`src/rtl/weight_sched_pkg.sv`:
```
// Shared constants, state encodings and helpers for the weight tile scheduler.
// Stream words carry 8 int8 weights, so row lengths are converted to words with a ceil-div by 8.
package weight_sched_pkg;

    localparam int PE_COLS_DEF = 8;
    localparam int WORD_SHIFT  = 3;
    localparam int COLS_W      = 4;
    localparam int SB_ADDR_W   = 9;

    typedef enum logic [1:0] {
        LD_IDLE      = 2'd0,
        LD_LOAD      = 2'd1,
        LD_WAIT_BANK = 2'd2
    } load_state_e;

    typedef enum logic [1:0] {
        CP_IDLE  = 2'd0,
        CP_ISSUE = 2'd1,
        CP_RUN   = 2'd2
    } comp_state_e;

    function automatic logic [31:0] ceil_div8(input logic [31:0] x);
        return (x + 32'd7) >> WORD_SHIFT;
    endfunction

endpackage

```
`src/rtl/sb_addr_gen.sv`:
```
// Scale/bias address sequencer: after a start pulse, reads count consecutive
// addresses beginning at base, one per cycle.
module sb_addr_gen
    import weight_sched_pkg::*;
#(
    parameter int ADDR_W = SB_ADDR_W,
    parameter int CNT_W  = COLS_W
) (
    input  logic              clk,
    input  logic              rst,
    input  logic              start_i,
    input  logic [ADDR_W-1:0] base_i,
    input  logic [CNT_W-1:0]  count_i,
    output logic              sb_rd_o,
    output logic [ADDR_W-1:0] sb_addr_o,
    output logic              busy_o
);

    logic              rd_q;
    logic [ADDR_W-1:0] addr_q;
    logic [CNT_W-1:0]  left_q;

    // Walk the address window; left_q counts reads still owed after the current one.
    always_ff @(posedge clk) begin
        if (rst) begin
            rd_q   <= 1'b0;
            addr_q <= '0;
            left_q <= '0;
        end else if (start_i && (count_i != '0)) begin
            rd_q   <= 1'b1;
            addr_q <= base_i;
            left_q <= count_i - CNT_W'(1);
        end else if (rd_q && (left_q != '0)) begin
            addr_q <= addr_q + ADDR_W'(1);
            left_q <= left_q - CNT_W'(1);
        end else begin
            rd_q <= 1'b0;
        end
    end

    assign sb_rd_o   = rd_q;
    assign sb_addr_o = addr_q;
    assign busy_o    = rd_q | start_i;

endmodule

```
`src/rtl/weight_tile_scheduler.sv`:
```
// Ping-pong weight tile scheduler: streams tiles of weights into a two-bank cache
// while the PE array computes on the other bank, and sequences scale/bias reads.
module weight_tile_scheduler
    import weight_sched_pkg::*;
#(
    parameter int PE_COLS = PE_COLS_DEF,
    parameter int DATA_W  = 64,
    parameter int DIM_W   = 16
) (
    input  logic                 clk,
    input  logic                 rst,
    input  logic                 start,
    input  logic [DIM_W-1:0]     matrix_row,
    input  logic [DIM_W-1:0]     matrix_col,
    input  logic                 in_valid,
    output logic                 in_ready,
    input  logic [DATA_W-1:0]    in_data,
    output logic                 wc_valid,
    input  logic                 wc_ready,
    output logic [DATA_W-1:0]    wc_data,
    output logic                 wc_bank,
    output logic                 comp_start,
    output logic                 comp_bank,
    output logic [COLS_W-1:0]    comp_cols,
    input  logic                 comp_done,
    output logic                 sb_rd,
    output logic [SB_ADDR_W-1:0] sb_addr,
    output logic                 busy,
    output logic                 layer_done
);

    localparam int CNT_W = DIM_W + 8;

    load_state_e        load_st_q;
    comp_state_e        comp_st_q;
    logic [1:0]         bank_full_q, bank_full_d;
    logic               load_bank_q, comp_bank_q;
    logic [DIM_W-1:0]   load_tile_q, comp_tile_q, tiles_q;
    logic [CNT_W-1:0]   word_cnt_q, wpc_q;
    logic [COLS_W-1:0]  last_cols_q, comp_cols_q;
    logic               busy_q, layer_done_q, comp_start_q;

    logic               loading_s, start_acc_s, zero_dim_s, xfer_s, last_word_s;
    logic               run_done_s, final_s, sb_busy_s;
    logic [COLS_W-1:0]  ld_cols_s, cp_cols_s;
    logic [CNT_W-1:0]   ld_words_s;
    logic [31:0]        tiles_calc_s, last_cols_calc_s;
    logic [1:0]         set_mask_s, clr_mask_s;
    logic [SB_ADDR_W-1:0] sb_base_s;

    assign loading_s   = (load_st_q == LD_LOAD);
    assign start_acc_s = start & ~busy_q;
    assign zero_dim_s  = (matrix_row == '0) || (matrix_col == '0);
    assign xfer_s      = in_valid & wc_ready & loading_s;
    assign run_done_s  = (comp_st_q == CP_RUN) && comp_done;
    assign final_s     = run_done_s && (comp_tile_q == tiles_q - DIM_W'(1));

    assign tiles_calc_s     = (32'(matrix_col) + 32'(PE_COLS) - 32'd1) / 32'(PE_COLS);
    assign last_cols_calc_s = 32'(matrix_col) - (tiles_calc_s - 32'd1) * 32'(PE_COLS);

    assign ld_cols_s   = (load_tile_q == tiles_q - DIM_W'(1)) ? last_cols_q : COLS_W'(PE_COLS);
    assign cp_cols_s   = (comp_tile_q == tiles_q - DIM_W'(1)) ? last_cols_q : COLS_W'(PE_COLS);
    assign ld_words_s  = wpc_q * CNT_W'(ld_cols_s);
    assign last_word_s = xfer_s && (word_cnt_q == ld_words_s - CNT_W'(1));

    // A bank is filled by the load side and drained by the compute side, never the same bank at once.
    assign set_mask_s  = last_word_s ? (2'b01 << load_bank_q) : 2'b00;
    assign clr_mask_s  = run_done_s  ? (2'b01 << comp_bank_q) : 2'b00;
    assign bank_full_d = (bank_full_q | set_mask_s) & ~clr_mask_s;
    assign sb_base_s   = SB_ADDR_W'(32'(comp_tile_q) * 32'(PE_COLS));

    // Layer bookkeeping: dimensions, bank occupancy, busy and completion pulse.
    always_ff @(posedge clk) begin
        if (rst) begin
            busy_q       <= 1'b0;
            layer_done_q <= 1'b0;
            bank_full_q  <= 2'b00;
            wpc_q        <= '0;
            tiles_q      <= '0;
            last_cols_q  <= '0;
        end else begin
            bank_full_q  <= start_acc_s ? 2'b00 : bank_full_d;
            layer_done_q <= (start_acc_s && zero_dim_s) || final_s;
            if (layer_done_q) begin
                busy_q <= 1'b0;
            end else if (start_acc_s) begin
                busy_q <= 1'b1;
            end
            if (start_acc_s) begin
                wpc_q       <= CNT_W'(ceil_div8(32'(matrix_row)));
                tiles_q     <= DIM_W'(tiles_calc_s);
                last_cols_q <= COLS_W'(last_cols_calc_s);
            end
        end
    end

    // Load FSM: one tile per bank, stalling when the next bank still holds an uncomputed tile.
    always_ff @(posedge clk) begin
        if (rst || final_s) begin
            load_st_q   <= LD_IDLE;
            load_bank_q <= 1'b0;
            load_tile_q <= '0;
            word_cnt_q  <= '0;
        end else begin
            case (load_st_q)
                LD_IDLE: begin
                    if (start_acc_s && !zero_dim_s) begin
                        load_st_q   <= LD_LOAD;
                        load_bank_q <= 1'b0;
                        load_tile_q <= '0;
                        word_cnt_q  <= '0;
                    end
                end
                LD_LOAD: begin
                    if (last_word_s) begin
                        word_cnt_q  <= '0;
                        load_bank_q <= ~load_bank_q;
                        load_tile_q <= load_tile_q + DIM_W'(1);
                        if (load_tile_q == tiles_q - DIM_W'(1)) begin
                            load_st_q <= LD_IDLE;
                        end else if (bank_full_d[~load_bank_q]) begin
                            load_st_q <= LD_WAIT_BANK;
                        end
                    end else if (xfer_s) begin
                        word_cnt_q <= word_cnt_q + CNT_W'(1);
                    end
                end
                LD_WAIT_BANK: begin
                    if (!bank_full_q[load_bank_q]) begin
                        load_st_q <= LD_LOAD;
                    end
                end
                default: load_st_q <= LD_IDLE;
            endcase
        end
    end

    // Compute FSM: issue each resident tile once the previous scale/bias burst has drained.
    always_ff @(posedge clk) begin
        if (rst) begin
            comp_st_q    <= CP_IDLE;
            comp_bank_q  <= 1'b0;
            comp_tile_q  <= '0;
            comp_start_q <= 1'b0;
            comp_cols_q  <= '0;
        end else begin
            comp_start_q <= 1'b0;
            case (comp_st_q)
                CP_IDLE: begin
                    if (start_acc_s && !zero_dim_s) begin
                        comp_st_q   <= CP_ISSUE;
                        comp_bank_q <= 1'b0;
                        comp_tile_q <= '0;
                    end
                end
                CP_ISSUE: begin
                    if (bank_full_q[comp_bank_q] && !sb_busy_s) begin
                        comp_start_q <= 1'b1;
                        comp_cols_q  <= cp_cols_s;
                        comp_st_q    <= CP_RUN;
                    end
                end
                CP_RUN: begin
                    if (comp_done) begin
                        comp_bank_q <= ~comp_bank_q;
                        comp_tile_q <= comp_tile_q + DIM_W'(1);
                        comp_st_q   <= final_s ? CP_IDLE : CP_ISSUE;
                    end
                end
                default: comp_st_q <= CP_IDLE;
            endcase
        end
    end

    sb_addr_gen #(
        .ADDR_W (SB_ADDR_W),
        .CNT_W  (COLS_W)
    ) u_sb_addr_gen (
        .clk       (clk),
        .rst       (rst),
        .start_i   (comp_start_q),
        .base_i    (sb_base_s),
        .count_i   (comp_cols_q),
        .sb_rd_o   (sb_rd),
        .sb_addr_o (sb_addr),
        .busy_o    (sb_busy_s)
    );

    assign in_ready   = wc_ready & loading_s;
    assign wc_valid   = in_valid & loading_s;
    assign wc_data    = in_data;
    assign wc_bank    = load_bank_q;
    assign comp_start = comp_start_q;
    assign comp_bank  = comp_bank_q;
    assign comp_cols  = comp_cols_q;
    assign busy       = busy_q;
    assign layer_done = layer_done_q;

endmodule

```
`config.mk`:
```
export PLATFORM = sky130hd
export DESIGN_NAME = weight_tile_scheduler
export DESIGN_NICKNAME = d
export VERILOG_FILES = /design/src/rtl/weight_sched_pkg.sv /design/src/rtl/sb_addr_gen.sv /design/src/rtl/weight_tile_scheduler.sv
export SDC_FILE = /design/constraint.sdc
export NUM_CORES = 1
export LEC_CHECK = 0
export BUFFER_PORTS_ARGS = -buffer_cell sky130_fd_sc_hd__buf_4
export CORE_MARGIN = 2
export CORE_UTILIZATION = 40
export DETAILED_ROUTE_END_ITERATION = 10
export GPL_TIMING_DRIVEN = 0
export HOLD_SLACK_MARGIN = 0.06
export PLACE_DENSITY = 0.65
export SLEW_MARGIN = 10
export SYNTH_ARGS = -nofsm -noshare
export SYNTH_HDL_FRONTEND = slang
export SYNTH_SLANG_ARGS = --single-unit
```
`constraint.sdc`:
```
create_clock -name clk -period 11 [get_ports clk]
set_input_delay 0 -clock clk [delete_from_list [all_inputs] [get_ports clk]]
set_output_delay 0 -clock clk [all_outputs]
set_load 0.05 [all_outputs]
```
# Word-level counts from Yosys, hierarchy flattened

Index checks and enable logic that the tools add are counted.

$add $sub $neg: 13
Multiply operators: 1
$lt $le $gt $ge: 3
Equality and inequality tests: 16
Shift operators: 2
Multiplexer cells: 41
Bitwise logic cells: 13
Reduce and logical (&&, ||, !) cells: 32

Operators by type and width:

| cell                                               | count |
|---|---|
| 2-to-1 mux 24 bit                                  | 3 |
| case mux 16 bit (2 select lines)                   | 2 |
| 2-to-1 mux 16 bit                                  | 3 |
| case mux 24 bit (2 select lines)                   | 1 |
| adder 16 x 1 -> 16 bit, second input constant      | 2 |
| equality test 16 bit                               | 2 |
| zero test 16 bit                                   | 2 |
| adder 24 x 1 -> 24 bit, second input constant      | 1 |
| equality test 24 bit                               | 1 |
| multiplier 24 x 4 -> 24 bit                        | 1 |
| subtractor 24 x 1 -> 24 bit, second input constant | 1 |
| 2-to-1 mux 2 bit                                   | 9 |
| 2-to-1 mux 9 bit                                   | 2 |
| subtractor 17 x 1 -> 18 bit, second input constant | 1 |
| adder 16 x 3 -> 17 bit, second input constant      | 1 |
| adder 16 x 4 -> 17 bit, second input constant      | 1 |
| 2-to-1 mux 4 bit                                   | 4 |
| subtractor 16 x 1 -> 16 bit, second input constant | 1 |
| 2-to-1 mux 1 bit                                   | 13 |
| case mux 2 bit (3 select lines)                    | 2 |
| AND reduction 3 bit                                | 4 |
| inequality test 2 bit, second input constant       | 5 |
| adder 9 x 1 -> 9 bit, second input constant        | 1 |
| logical AND 1 bit                                  | 8 |
| 24 further kinds                                   | 50 |

Flip-flop bits (word level): 128
Bits of input ports: 102
Output and inout bits: 85
Word-level logic and storage cells: 140

# Longest topological paths before layout

Gate-level depths: netlist of the first run.

Word-level depth: 16
Gate-level depth with buffers: 33
Depth with buffers taken out: 26

# Hierarchy

From an unflattened synthesis of the first run, not the netlist that was laid out.

Cell total of the unflattened synthesis: 1239
Area total of the unflattened synthesis: 9736.8 sq um

By module, submodules not included:

| module                | instances | cells each | area an instance (sq um) | seq. area each (sq um) |
|---|---|---|---|---|
| weight_tile_scheduler | 1         | 1150       | 8954.8                   | 2062.0 |
| sb_addr_gen           | 1         | 89         | 782.0                    | 280.3 |

# Worst setup path after synthesis of the first run

Ideal clock, no wire load.

Path kind: reg-to-reg
From: register tiles_q[0]
To: register load_tile_q[14]
Setup time: 115 ps
Data arrival time: 7687 ps
Required time: 10885 ps
Path slack: 3199 ps
Cell stages (with the launch flop): 33
Buffers on the path: 6
Clock period less this slack: 7801 ps
Cells stage by stage: dfxtp_1 clkbuf_1 inv_1 ha_1 clkbuf_1 or3b_2 clkbuf_1 o31ai_1 a21oi_1 a2111oi_0 o211ai_2 nor2_1 and2_0 clkbuf_1 nand2_1 ha_1 fa_1 inv_1 fa_1 ha_1 clkbuf_1 a21o_1 a21oi_1 a21boi_0 a21o_1 a2111oi_0 and4b_1 nor4bb_1 nand4b_1 o31a_1 buf_4 o31a_1 o21a_1

Word-level cells in the longest chain between the ends: 9

Ends and longest elaborated chain:

| item                                            | RTL line                                                 | text |
|---|---|---|
| start, declared                                 | weight_tile_scheduler.sv:38                              | `logic [DIM_W-1:0] load_tile_q, comp_tile_q, tiles_q;` |
| start signal, assigned                          | weight_tile_scheduler.sv:91                              | `tiles_q <= DIM_W'(tiles_calc_s);` |
| subtractor 16 x 1 -> 16 bit (*)                 | weight_tile_scheduler.sv:56, weight_tile_scheduler.sv:61 |  |
| equality test 16 bit                            | weight_tile_scheduler.sv:61                              | `assign ld_cols_s = (load_tile_q == tiles_q - DIM_W'(1)) ? last_cols_q : COLS_W'(PE_COLS);` |
| 2-to-1 mux 4 bit                                | weight_tile_scheduler.sv:61                              |  |
| multiplier 24 x 4 -> 24 bit                     | weight_tile_scheduler.sv:63                              | `assign ld_words_s = wpc_q * CNT_W'(ld_cols_s);` |
| subtractor 24 x 1 -> 24 bit                     | weight_tile_scheduler.sv:64                              | `assign last_word_s = xfer_s && (word_cnt_q == ld_words_s - CNT_W'(1));` |
| equality test 24 bit                            | weight_tile_scheduler.sv:64                              |  |
| logical AND 1 bit                               | weight_tile_scheduler.sv:64                              |  |
| inequality test 2 x 1 -> 1 bit (no source line) | -                                                        |  |
| AND reduction 3 bit (no source line)            | -                                                        |  |
| end signal, assigned                            | weight_tile_scheduler.sv:118                             | `load_tile_q <= load_tile_q + DIM_W'(1);` |
| end, declared                                   | weight_tile_scheduler.sv:38                              |  |

Every way passes the cells marked *; elsewhere a longest branch is shown, timed or not.
A chain may end at the register's enable or synchronous reset.

# Worst setup path after layout of the first run

From: register tiles_q[0]
To: register word_cnt_q[7]

Word-level cells in the longest chain between the ends: 9

Ends and longest elaborated chain:

| item                                                                                            | RTL line                                                 | text |
|---|---|---|
| subtractor 16 x 1 -> 16 bit (*)                                                                 | weight_tile_scheduler.sv:56, weight_tile_scheduler.sv:61 |  |
| equality test 16 bit                                                                            | weight_tile_scheduler.sv:61                              |  |
| 2-to-1 mux 4 bit                                                                                | weight_tile_scheduler.sv:61                              |  |
| multiplier 24 x 4 -> 24 bit                                                                     | weight_tile_scheduler.sv:63                              |  |
| subtractor 24 x 1 -> 24 bit                                                                     | weight_tile_scheduler.sv:64                              |  |
| equality test 24 bit                                                                            | weight_tile_scheduler.sv:64                              |  |
| logical AND 1 bit                                                                               | weight_tile_scheduler.sv:64                              |  |
| inequality test 3 x 1 -> 1 bit (no source line) / 2-to-1 mux 24 bit (equally long branches)     | -                                                        |  |
| AND reduction 3 bit (no source line) / case mux 24 bit (2 select lines) (equally long branches) | -                                                        |  |
| end signal, assigned                                                                            | weight_tile_scheduler.sv:125                             | `word_cnt_q <= word_cnt_q + CNT_W'(1);` |
| end, declared                                                                                   | weight_tile_scheduler.sv:39                              | `logic [CNT_W-1:0] word_cnt_q, wpc_q;` |

Marks and branches as above.

==> run metrics, run 1 <==
status finished, final reports clean; die width 158 um; Via Count 8,942; CP arrival 9.87 ns; Adder-Cell Fraction of Synth Area 11.6%; Most used DFF post-synth dfxtp_1; CP dominant cell by count clkbuf_1; TritonCTS clock tree yes; sequential cell area 0.00234 mm2; net count after synthesis 1,388; Combinational Power Share 28.9%; DRT antenna net count 0; Hold Crit Class primary input to register; Site Rows 56; global route total overflow 0; Period minus WS final 9.57 ns; fraction of layout instances using a drive strength above 1 16.9%; Port Buffers 121; relative slew slack 42.8%; Clock power frac 39.4%; VDD IR max 0.106 mV; xor and xnor fraction of the mapped netlist area 11.6%; crit path max fanout 10; dpl ws 1.45 ns; CTS Sinks 117; Final Hold Vio Count 0; core area 0.0233 mm2; cell count after synthesis 1,214; share of total power in sequential cells 31.7%; PD cells 120 mW/mm2; Post-CTS Setup Inserts 0; launching element type of the critical path register; Setup Total Neg Slack 0 ns; PnR worst setup slack 1.43 ns; clk_lat worst skew 0.42 ns; compound-gate portion of the synthesized area 14.9%; Top Ports 187; EDFF count, synth 0; first-pass GRT wire length 41.5 mm; Async SR Flop Fraction 0%; # fillers 2,270; f_max 104 MHz; Yosys warnings 0; design internal power 916 uW; Data required, critical path 11.30 ns; Static Leak 0.00473 uW; clk slew on worst S/H paths 0.06 ns; max incr delay on CP 0.68 ns; Slew Limit Fails 0; Post-DP Area 0.0108 mm2; via density per instance 5.20; Simple-Gate Fraction of Synth Area 26.0%; Residual DRC 0; RR Startpoint tiles_q[0]$_SDFFE_PP0P_; RSZ-0062 raised after global routing false; Final Cycle Share 87.0%; Initial DRC Count 617; Syn-to-layout area delta 23.7%; Multi-input gate area 0.00618 mm2; CTS root buffer clkbuf_16; Initial Util 40.5%; setup slack, reg-to-reg 1.43 ns; main combinational cell family by area after synthesis simple AND/OR/NAND/NOR gates; largest buffer count on any clock path 2; mapped cell area 0.00945 mm2; Crit. End Element register; #FFs+latches synth 117; largest net degree at the start of global routing 17; Sw Pwr 487 uW; Crit-path slowest cell o21ai_0; fin nets 1,562; initial antenna violation count 0; CP Class register to register; commonest non-fill, non-tap cell in the layout buf_4; GPL Wtd Cong 0.914; final setup fails 0; Post-DP HPWL 19.8 mm; Sw Ratio 34.7%; post-route cell area 0.0117 mm2; die area 0.0249 mm2; Routed WL per cell 14.7 um; Worst Hold Launch matrix_row[1]; CP startpoint tiles_q[0]$_SDFFE_PP0P_; ant diodes 0; post-synth cell types 73; commonest non-fill, non-tap cells in the layout buf_4 (186), nor2_1 (138), nand2_1 (130); CTS Buf Count 17; Die Y 158 um; post-synthesis mux area share 1.27%; router iterations before antenna repair 5; vias in the first global route 8,585; Post-Route Skew 0.0112 ns; depth of the CTS H-tree 4; post-synthesis sequential area ratio 24.8%; Worst Tran Pin Value 0.851 ns; Max Cap Viol 0; Total GRT Usage 20.6%; DRT Wirelength 25.2 mm; Syn Area/Cell 7.78 um2
## per-stage QoR
stage | hold WS (ns) | instances | power [uW] | util, %
3_3_place_gp | 0.254 | 1654 | 840 | 46.1
6_report | 0.113 | 1720 | 1400 | 50.1
3_5_place_dp | 0.255 | 1654 | 846 | 46.1
5_1_grt | 0.158 | 1720 | 1470 | 50.1
2_1_floorplan | 0.136 | 1214 | 747 | -
4_1_cts | 0.104 | 1720 | 1410 | 50.1
## final cells by class
class | instances | share of cell area (%)
Inverter | 63 | 2.02
Clock buffer | 17 | 3.64
Tap cell | 319 | 3.41
Timing Repair Buffer | 155 | 10.7
Buffer | 117 | 5.95
Multi-Input combinational cell | 917 | 52.9
Clock inverter | 15 | 1.37
Sequential cell | 117 | 20.0
## worst max-delay path: cells and delay by family, from the launching register on
kind	cells	cell delay (ns)
adder cells (fa/ha/maj)	5	1.70
AO/OA/AOI/OAI	9	2.85
flip-flops	1	0.29
AND/OR/NAND/NOR	9	2.53
buffers and inverters	9	2.05
## cell families (layout without fill, tap and decap cells)
group,count (synthesis),after routing
DFF,117,117
and+or+nand+nor,503,503
buffers and inverters,180,367
AOI/OAI and AO/OA,206,206
muxes,12,12
adders and majority gates,73,73
xor gates and xnor gates,123,123
## worst paths after layout
kind                                 to  cells after the start
max          word_cnt_q[7]$_SDFFE_PP0P_                     32
min               wpc_q[0]$_SDFFE_PP0P_                      5
max reg2reg  word_cnt_q[7]$_SDFFE_PP0P_                     32
min reg2reg           busy$_SDFFE_PP0P_                      1
## sequential cells by signal (all words and copies together) (netlist names), 2 cells and up
name and flops:
last_cols_q 4, load_tile_q 16, comp_st_q 2, bank_full_q 2
u_sb_addr_gen.sb_addr_o 9, comp_cols 4, wpc_q 14, comp_tile_q 16
word_cnt_q 24, u_sb_addr_gen.left_q 4, tiles_q 14, load_st_q 2
## Yosys cell counts (18+ instances only)
library cell	count	area share [%]
nor2_1	138	5.5
nand2_1	130	5.2
dfxtp_1	117	25
buf_4	65	5.2
xnor2_1	65	6.0
inv_1	63	2.5
a21oi_1	59	3.1
xor2_1	57	5.3
nand3_1	52	2.8
clkbuf_1	47	1.9
ha_1	47	6.2
a211oi_1	36	2.9
o21ai_0	30	1.6
nor3_1	29	1.5
and2_1	26	1.7
fa_1	25	5.3
or3_1	21	1.4
nand4_1	18	1.2
## metal layers
layer	track usage (%)	up-vias	share of wire [%]
met5	0	-	0
met2	34.1	260	46
met1	27.3	4145	47
met3	3.12	34	4.9
li1	-	4503	-
met4	7.01	0	1.9
## power groups by stage
stage | clock network (uW) | logic, uW | registers, uW
final | 552 | 406 | 445
after floorplan | 0 | 296 | 451
after detailed placement | 0 | 391 | 455
after CTS | 560 | 404 | 445
after global routing | 582 | 446 | 447
after global placement | 0 | 386 | 454
## what timing repair did
| action | CTS | global route |
|---|---|---|
| hold endpoints to repair | 36 | 0 |
| resized for setup | 0 | 0 |
| hold buffers | 34 | 0 |
Note: power is estimated with default switching activity, not from simulation.
==> run 2: changes to the inputs <==
--- a/config.mk
+++ b/config.mk
@@ -5,7 +5,7 @@
 export SDC_FILE = /design/constraint.sdc
 export NUM_CORES = 1
 export LEC_CHECK = 0
-export BUFFER_PORTS_ARGS = -buffer_cell sky130_fd_sc_hd__buf_4
+export BUFFER_PORTS_ARGS = -buffer_cell sky130_fd_sc_hd__buf_2
 export CORE_MARGIN = 2
 export CORE_UTILIZATION = 40
 export DETAILED_ROUTE_END_ITERATION = 10
==> run metrics, run 2 (same netlist as run 1, synthesis figures left out) <==
Total GRT Usage 20.3% (-0.34 points); DRT Wirelength 25.0 mm (-1.1%); Sw Ratio 33.4% (-1.3 points); relative slew slack 40.0% (-2.8 points); Sw Pwr 479 uW (-1.7%); Worst Tran Pin Value 0.893 ns (+0.0422 ns); share of total power in sequential cells 31.1% (-0.6 points); Hold Crit Class primary input to register; design internal power 953 uW (+4.0%); largest buffer count on any clock path 2 (unchanged); Tot Pwr 1430 uW (+2.0%); TritonCTS clock tree yes; global route total overflow 0 (unchanged); via density per instance 5.26 (+1.1%); Crit. End Element register; Crit-path slowest cell o21ai_0; launching element type of the critical path register; Routed WL per cell 14.5 um (-1.1%); CP dominant cell by count clkbuf_1; RSZ-0062 raised after global routing false; largest net degree at the start of global routing 17 (unchanged); vias in the first global route 8,313 (-3.2%); die width 158 um (unchanged); max incr delay on CP 0.67 ns (about the same); Data required, critical path 11.30 ns (about the same); Period minus WS final 9.47 ns (-0.106 ns); Final Hold Vio Count 0 (unchanged); PD cells 125 mW/mm2 (+4.3%); Site Rows 56 (unchanged); Max Cap Viol 0 (unchanged); Port Buffers 121 (unchanged); f_max 106 MHz (+1.1%); Residual DRC 0 (unchanged); Setup Total Neg Slack 0 ns (unchanged); Static Leak 0.00467 uW (-1.3%); GPL Wtd Cong 0.909 (-0.51%); PnR worst setup slack 1.53 ns (+0.106 ns); hold path depth 5 (unchanged); Combinational Power Share 27.5% (-1.4 points); clk slew on worst S/H paths 0.06 ns (about the same); Top Ports 187 (unchanged); CTS Buf Count 17 (unchanged); Initial DRC Count 677 (+9.7%); dpl ws 1.60 ns (+0.145 ns); CTS root buffer clkbuf_16; biggest regs word_cnt_q x24, comp_tile_q x16, load_tile_q x16; crit path max fanout 10 (unchanged); Top reg by flops word_cnt_q; CP arrival 9.77 ns (-0.10 ns); core area 0.0233 mm2 (unchanged); Slew Limit Fails 0 (unchanged); first-pass GRT wire length 40.6 mm (-2.1%); router iterations before antenna repair 5 (unchanged); final setup fails 0 (unchanged); DRT antenna net count 0 (unchanged); Syn-to-layout area delta 21.0%; clk_lat worst skew 0.42 ns (about the same); initial antenna violation count 0 (unchanged); commonest non-fill, non-tap cells in the layout nor2_1 (138), nand2_1 (130), buf_2 (125); # fillers 2,281 (+0.48%); ant diodes 0 (unchanged); Initial Util 40.5% (unchanged); VDD IR max 0.118 mV (+12%); die area 0.0249 mm2 (unchanged); Post-Route Skew 0.00981 ns (-0.00143 ns); Final Cycle Share 86.1% (-0.96 points); fraction of layout instances using a drive strength above 1 16.9% (about the same); max reg flops 24 (unchanged); fin nets 1,563 (+0.064%); Die Y 158 um (unchanged); CTS Sinks 117 (unchanged); R2R depth 32 (unchanged); Via Count 9,048 (+1.2%); status finished, final reports clean; CP Class register to register; Post-DP HPWL 19.3 mm (-2.6%); depth of the CTS H-tree 4 (unchanged); commonest non-fill, non-tap cell in the layout nor2_1; Clock power frac 41.4% (+2.0 points)
-- run 2: path summary, 6_finish.rpt --
path	slack [ns]	startpoint	end
worst max register to register	1.53	tiles_q[0]$_SDFFE_PP0P_	word_cnt_q[19]$_SDFFE_PP0P_
worst min register to register	0.46	layer_done$_SDFF_PP0_	busy$_SDFFE_PP0P_
worst min-delay path	0.10	matrix_row[2]	wpc_q[0]$_SDFFE_PP0P_
worst max-delay path	1.53	tiles_q[0]$_SDFFE_PP0P_	word_cnt_q[19]$_SDFFE_PP0P_
-- run 2: repair_timing --
item,4_1_cts,5_1_grt
hold buffers,35,0
gates resized for setup,0,0
setup buffers,0,0
hold endpoints to repair,36,0
-- run 2: worst max-delay path: cells and delay by family, from the launching register on --
family	cells	cell delay [ns]
AOI/OAI and AO/OA	7	2.42
adders and majority gates	5	1.70
buffers and inverters	9	2.07
DFF	1	0.30
and+or+nand+nor	11	2.82
-- run 2: area by class of cell --
type | count | area, um2 | share of cell area, %
multi-input cells | 917 | 6180 | 54.1
well taps | 319 | 399 | 3.49
plain buffers | 117 | 696 | 6.08
clock inverters | 14 | 185 | 1.62
clock buffers | 18 | 439 | 3.84
inverters | 63 | 236 | 2.07
repair buffers | 156 | 956 | 8.36
flip-flops and latches | 117 | 2340 | 20.5
-- run 2: power groups by stage --
stage	combinational [uW]	sequential, uW	clock [uW]
finish	393	445	593
detailed placement	378	454	0
global route	437	447	617
floorplan	296	451	0
CTS	391	445	601
global placement	374	454	0
-- run 2: through the flow --
| step | area (um2) | cells | util (%) | hold WS [ns] |
|---|---|---|---|---|
| after global routing | 11400 | 1721 | 49.0 | 0.183 |
| after floorplan | 9450 | 1214 | - | 0.136 |
| final | 11400 | 1721 | 49.0 | 0.104 |
| after CTS | 11400 | 1721 | 49.0 | 0.0941 |
| after global placement | 10500 | 1654 | 44.8 | 0.281 |
| after detailed placement | 10500 | 1654 | 44.8 | 0.291 |
-- run 2: layer usage --
| metal | wire (um) | part of all wire (%) | GRT usage, % |
|---|---|---|---|
| met1 | 11700 | 47 | 27.1 |
| met2 | 11400 | 46 | 33.1 |
| met3 | 1310 | 5.2 | 3.15 |
| met4 | 548 | 2.2 | 7.01 |
| met5 | 0 | 0 | 0 |
==> run 3: changes to the inputs <==
--- a/config.mk
+++ b/config.mk
@@ -15,4 +15,5 @@
 export SLEW_MARGIN = 10
 export SYNTH_ARGS = -nofsm -noshare
 export SYNTH_HDL_FRONTEND = slang
+export SYNTH_HIERARCHICAL = 1
 export SYNTH_SLANG_ARGS = --single-unit
==> constraint.sdc (replaced) <==
create_clock -name clk -period 11.13 [get_ports clk]
set_input_delay 0 -clock clk [delete_from_list [all_inputs] [get_ports clk]]
set_output_delay 0 -clock clk [all_outputs]
set_load 0.05 [all_outputs]
==> run metrics, run 3 <==
cell family with most CP delay compound AO/OA/AOI/OAI gates; Routed WL per cell 14.8 um (+2.1%); TritonCTS clock tree yes; CP arrival 10.21 ns (+0.44 ns); CTS root buffer clkbuf_16; R2R depth 31 (-3.1%); EDFF count, synth 0 (unchanged); core area 0.0241 mm2 (+3.3%); # fillers 2,379 (+4.3%); largest cells by area after synthesis dfxtp_1 (24%), xnor2_1 (6.1%), ha_1 (6.0%); share of total power in sequential cells 31.4% (+0.3 points); final setup fails 0 (unchanged); Static Leak 0.00488 uW (+4.5%); RR Startpoint tiles_q[0]$_SDFFE_PP0P_; Crit. End Element register; commonest non-fill, non-tap cells in the layout nand2_1 (138), buf_2 (131), nor2_1 (124); Total GRT Usage 20.2% (-0.079 points); vias in the first global route 8,543 (+2.8%); DRT antenna net count 0 (unchanged); launching element type of the critical path register; commonest non-fill, non-tap cell in the layout nand2_1; setup slack, reg-to-reg 1.23 ns (-0.30 ns); die width 160 um (+1.5%); CTS Sinks 117 (unchanged); #FFs+latches synth 117 (unchanged); Post-Route Skew 0.0124 ns (+0.00256 ns); global route total overflow 0 (unchanged); post-synthesis sequential area ratio 24.1% (-0.73 points); first-pass GRT wire length 42.8 mm (+5.4%); Die Y 160 um (+1.5%); post-synth cell types 81 (+11%); Initial DRC Count 675 (-0.30%); GPL Wtd Cong 0.905 (-0.43%); router iterations before antenna repair 6 (+1); Initial Util 40.4% (-0.11 points); cell taking the most area after synthesis dfxtp_1; VDD IR max 0.112 mV (-5.3%); design internal power 905 uW (-5.1%); Clock power frac 39.6% (-1.8 points); CP Class register to register; Data required, critical path 11.44 ns (+0.14 ns); ant diodes 0 (unchanged); cell count after synthesis 1,239 (+2.1%); initial antenna violation count 0 (unchanged); Residual DRC 0 (unchanged); Most used DFF post-synth dfxtp_1; die area 0.0256 mm2 (+3.0%); Hold Crit Class primary input to register; Worst Hold Launch matrix_row[1]; max incr delay on CP 0.90 ns (+0.23 ns); Slew Limit Fails 0 (unchanged); Yosys warnings 6 (+6); Sw Ratio 35.3% (+1.9 points); Combinational Power Share 29.0% (+1.5 points); depth of the CTS H-tree 4 (unchanged); largest buffer count on any clock path 2 (unchanged); buffers plus inverters on the worst setup path 6 (-3); count leader, synth nand2_1; Via Count 9,164 (+1.3%); hold path depth 5 (unchanged); Crit-path slowest cell a211oi_1; Final Cycle Share 88.9% (+2.9 points); Max Cap Viol 0 (unchanged); PD cells 120 mW/mm2 (-4.5%); Port Buffers 122 (+0.83%); Top Ports 187 (unchanged); biggest regs word_cnt_q x24, comp_tile_q x16, load_tile_q x16; Worst Hold Endpoint wpc_q[0]$_SDFFE_PP0P_; CTS Buf Count 17 (unchanged); Site Rows 57 (+1.8%); reg2reg end load_tile_q[5]$_SDFFE_PP0P_; DRT Wirelength 26.0 mm (+4.1%); crit path max fanout 10 (unchanged); area share of the largest cell type after synthesis 24.1% (-0.73 points); largest net degree at the start of global routing 17 (unchanged); relative slew slack 23.4% (-17 points); fin nets 1,591 (+1.8%); Setup Total Neg Slack 0 ns (unchanged); Sw Pwr 494 uW (+3.2%); Worst Tran Pin Value 1.14 ns (+0.248 ns); Final Hold Vio Count 0 (unchanged); Post-DP HPWL 20.1 mm (+4.3%); fraction of layout instances using a drive strength above 1 18.0% (+1.1 points); clk_lat worst skew 0.43 ns (about the same); synth cell count leaders nand2_1 (138), nor2_1 (124), dfxtp_1 (117), inv_1 (69), xnor2_1 (68); RSZ-0062 raised after global routing false; f_max 101 MHz (-4.4%); status finished, final reports clean; Period minus WS final 9.90 ns (+0.432 ns); Syn-to-layout area delta 20.1%; Top reg by flops word_cnt_q; Async SR Flop Fraction 0% (unchanged); Tot Pwr 1400 uW (-2.3%); via density per instance 5.22 (-0.62%); mapped cell area 0.00974 mm2 (+3.0%); max reg flops 24 (unchanged); Syn Area/Cell 7.86 um2 (+0.97%); clk slew on worst S/H paths 0.06 ns (about the same)
[run 3: final cells by class]
class	count	area, um2	share of cell area [%]
Clock inverter	15	160	1.37
Clock buffer	17	425	3.64
Timing Repair Buffer	157	961	8.22
Sequential cell	117	2340	20.0
Tap cell	324	405	3.47
Buffer	121	721	6.16
Multi-Input combinational cell	934	6420	54.9
Inverter	69	259	2.21
[run 3: power groups by stage]
| stage | clock network (uW) | registers, uW | logic, uW |
|---|---|---|---|
| CTS | 560 | 439 | 403 |
| detailed placement | 0 | 448 | 390 |
| global route | 580 | 440 | 446 |
| finish | 554 | 439 | 406 |
| floorplan | 0 | 445 | 303 |
| global placement | 0 | 448 | 386 |
[run 3: kinds of logic (layout without fill, tap and decap cells)]
family	count (synthesis)	in the layout	share of synthesized area, %
AOI/OAI and AO/OA	222	222	15.9
xor gates and xnor gates	127	127	12.0
adders and majority gates	72	72	11.2
buffers and inverters	190	379	10.1
DFF	117	117	24.1
muxes	12	12	1.30
other	1	3	0.0385
and+or+nand+nor	498	498	25.4
[run 3: worst max-delay path by stage]
stage / depth (start not counted) / end / slack, ns / start
2_1_floorplan: 29 / load_tile_q[3]$_SDFFE_PP0P_ / 3.32 / tiles_q[0]$_SDFFE_PP0P_
3_3_place_gp: 30 / load_tile_q[14]$_SDFFE_PP0P_ / 1.43 / tiles_q[0]$_SDFFE_PP0P_
3_5_place_dp: 30 / load_tile_q[11]$_SDFFE_PP0P_ / 1.32 / tiles_q[0]$_SDFFE_PP0P_
4_1_cts: 30 / load_tile_q[5]$_SDFFE_PP0P_ / 1.23 / tiles_q[0]$_SDFFE_PP0P_
5_1_grt: 31 / load_tile_q[11]$_SDFFE_PP0P_ / 0.38 / tiles_q[0]$_SDFFE_PP0P_
6_report: 31 / load_tile_q[5]$_SDFFE_PP0P_ / 1.23 / tiles_q[0]$_SDFFE_PP0P_
[run 3: layer usage]
| layer | wire length, um | vias up | global-route usage [%] |
|---|---|---|---|
| met5 | 0 | - | 0 |
| met3 | 1190 | 33 | 2.39 |
| met2 | 11800 | 261 | 33.3 |
| met1 | 12600 | 4235 | 27.9 |
| li1 | - | 4635 | - |
| met4 | 369 | 0 | 5.61 |
[run 3: through the flow]
stage,hold WS [ns],instance area [um2],std cells,setup slack (ns),utilization (%)
floorplan,0.105,9740,1241,3.32,-
global placement,0.239,10800,1687,1.43,44.6
detailed placement,0.244,10800,1687,1.32,44.6
CTS,0.118,11700,1754,1.23,48.5
global route,0.184,11700,1754,0.376,48.5
finish,0.134,11700,1754,1.23,48.5
[run 3: timing repair]
| item | 4_1_cts | 5_1_grt |
|---|---|---|
| setup buffers | 0 | 0 |
| hold buffers | 35 | 0 |
| hold endpoints to repair | 38 | 0 |
| gates resized for setup | 0 | 0 |
[run 3: tightest hold or removal path, cell delays in order]
cell and delay, ns:
buf_2 0.07, or3_1 0.13, or2_2 0.11, nand3_1 0.08, a21oi_1 0.13
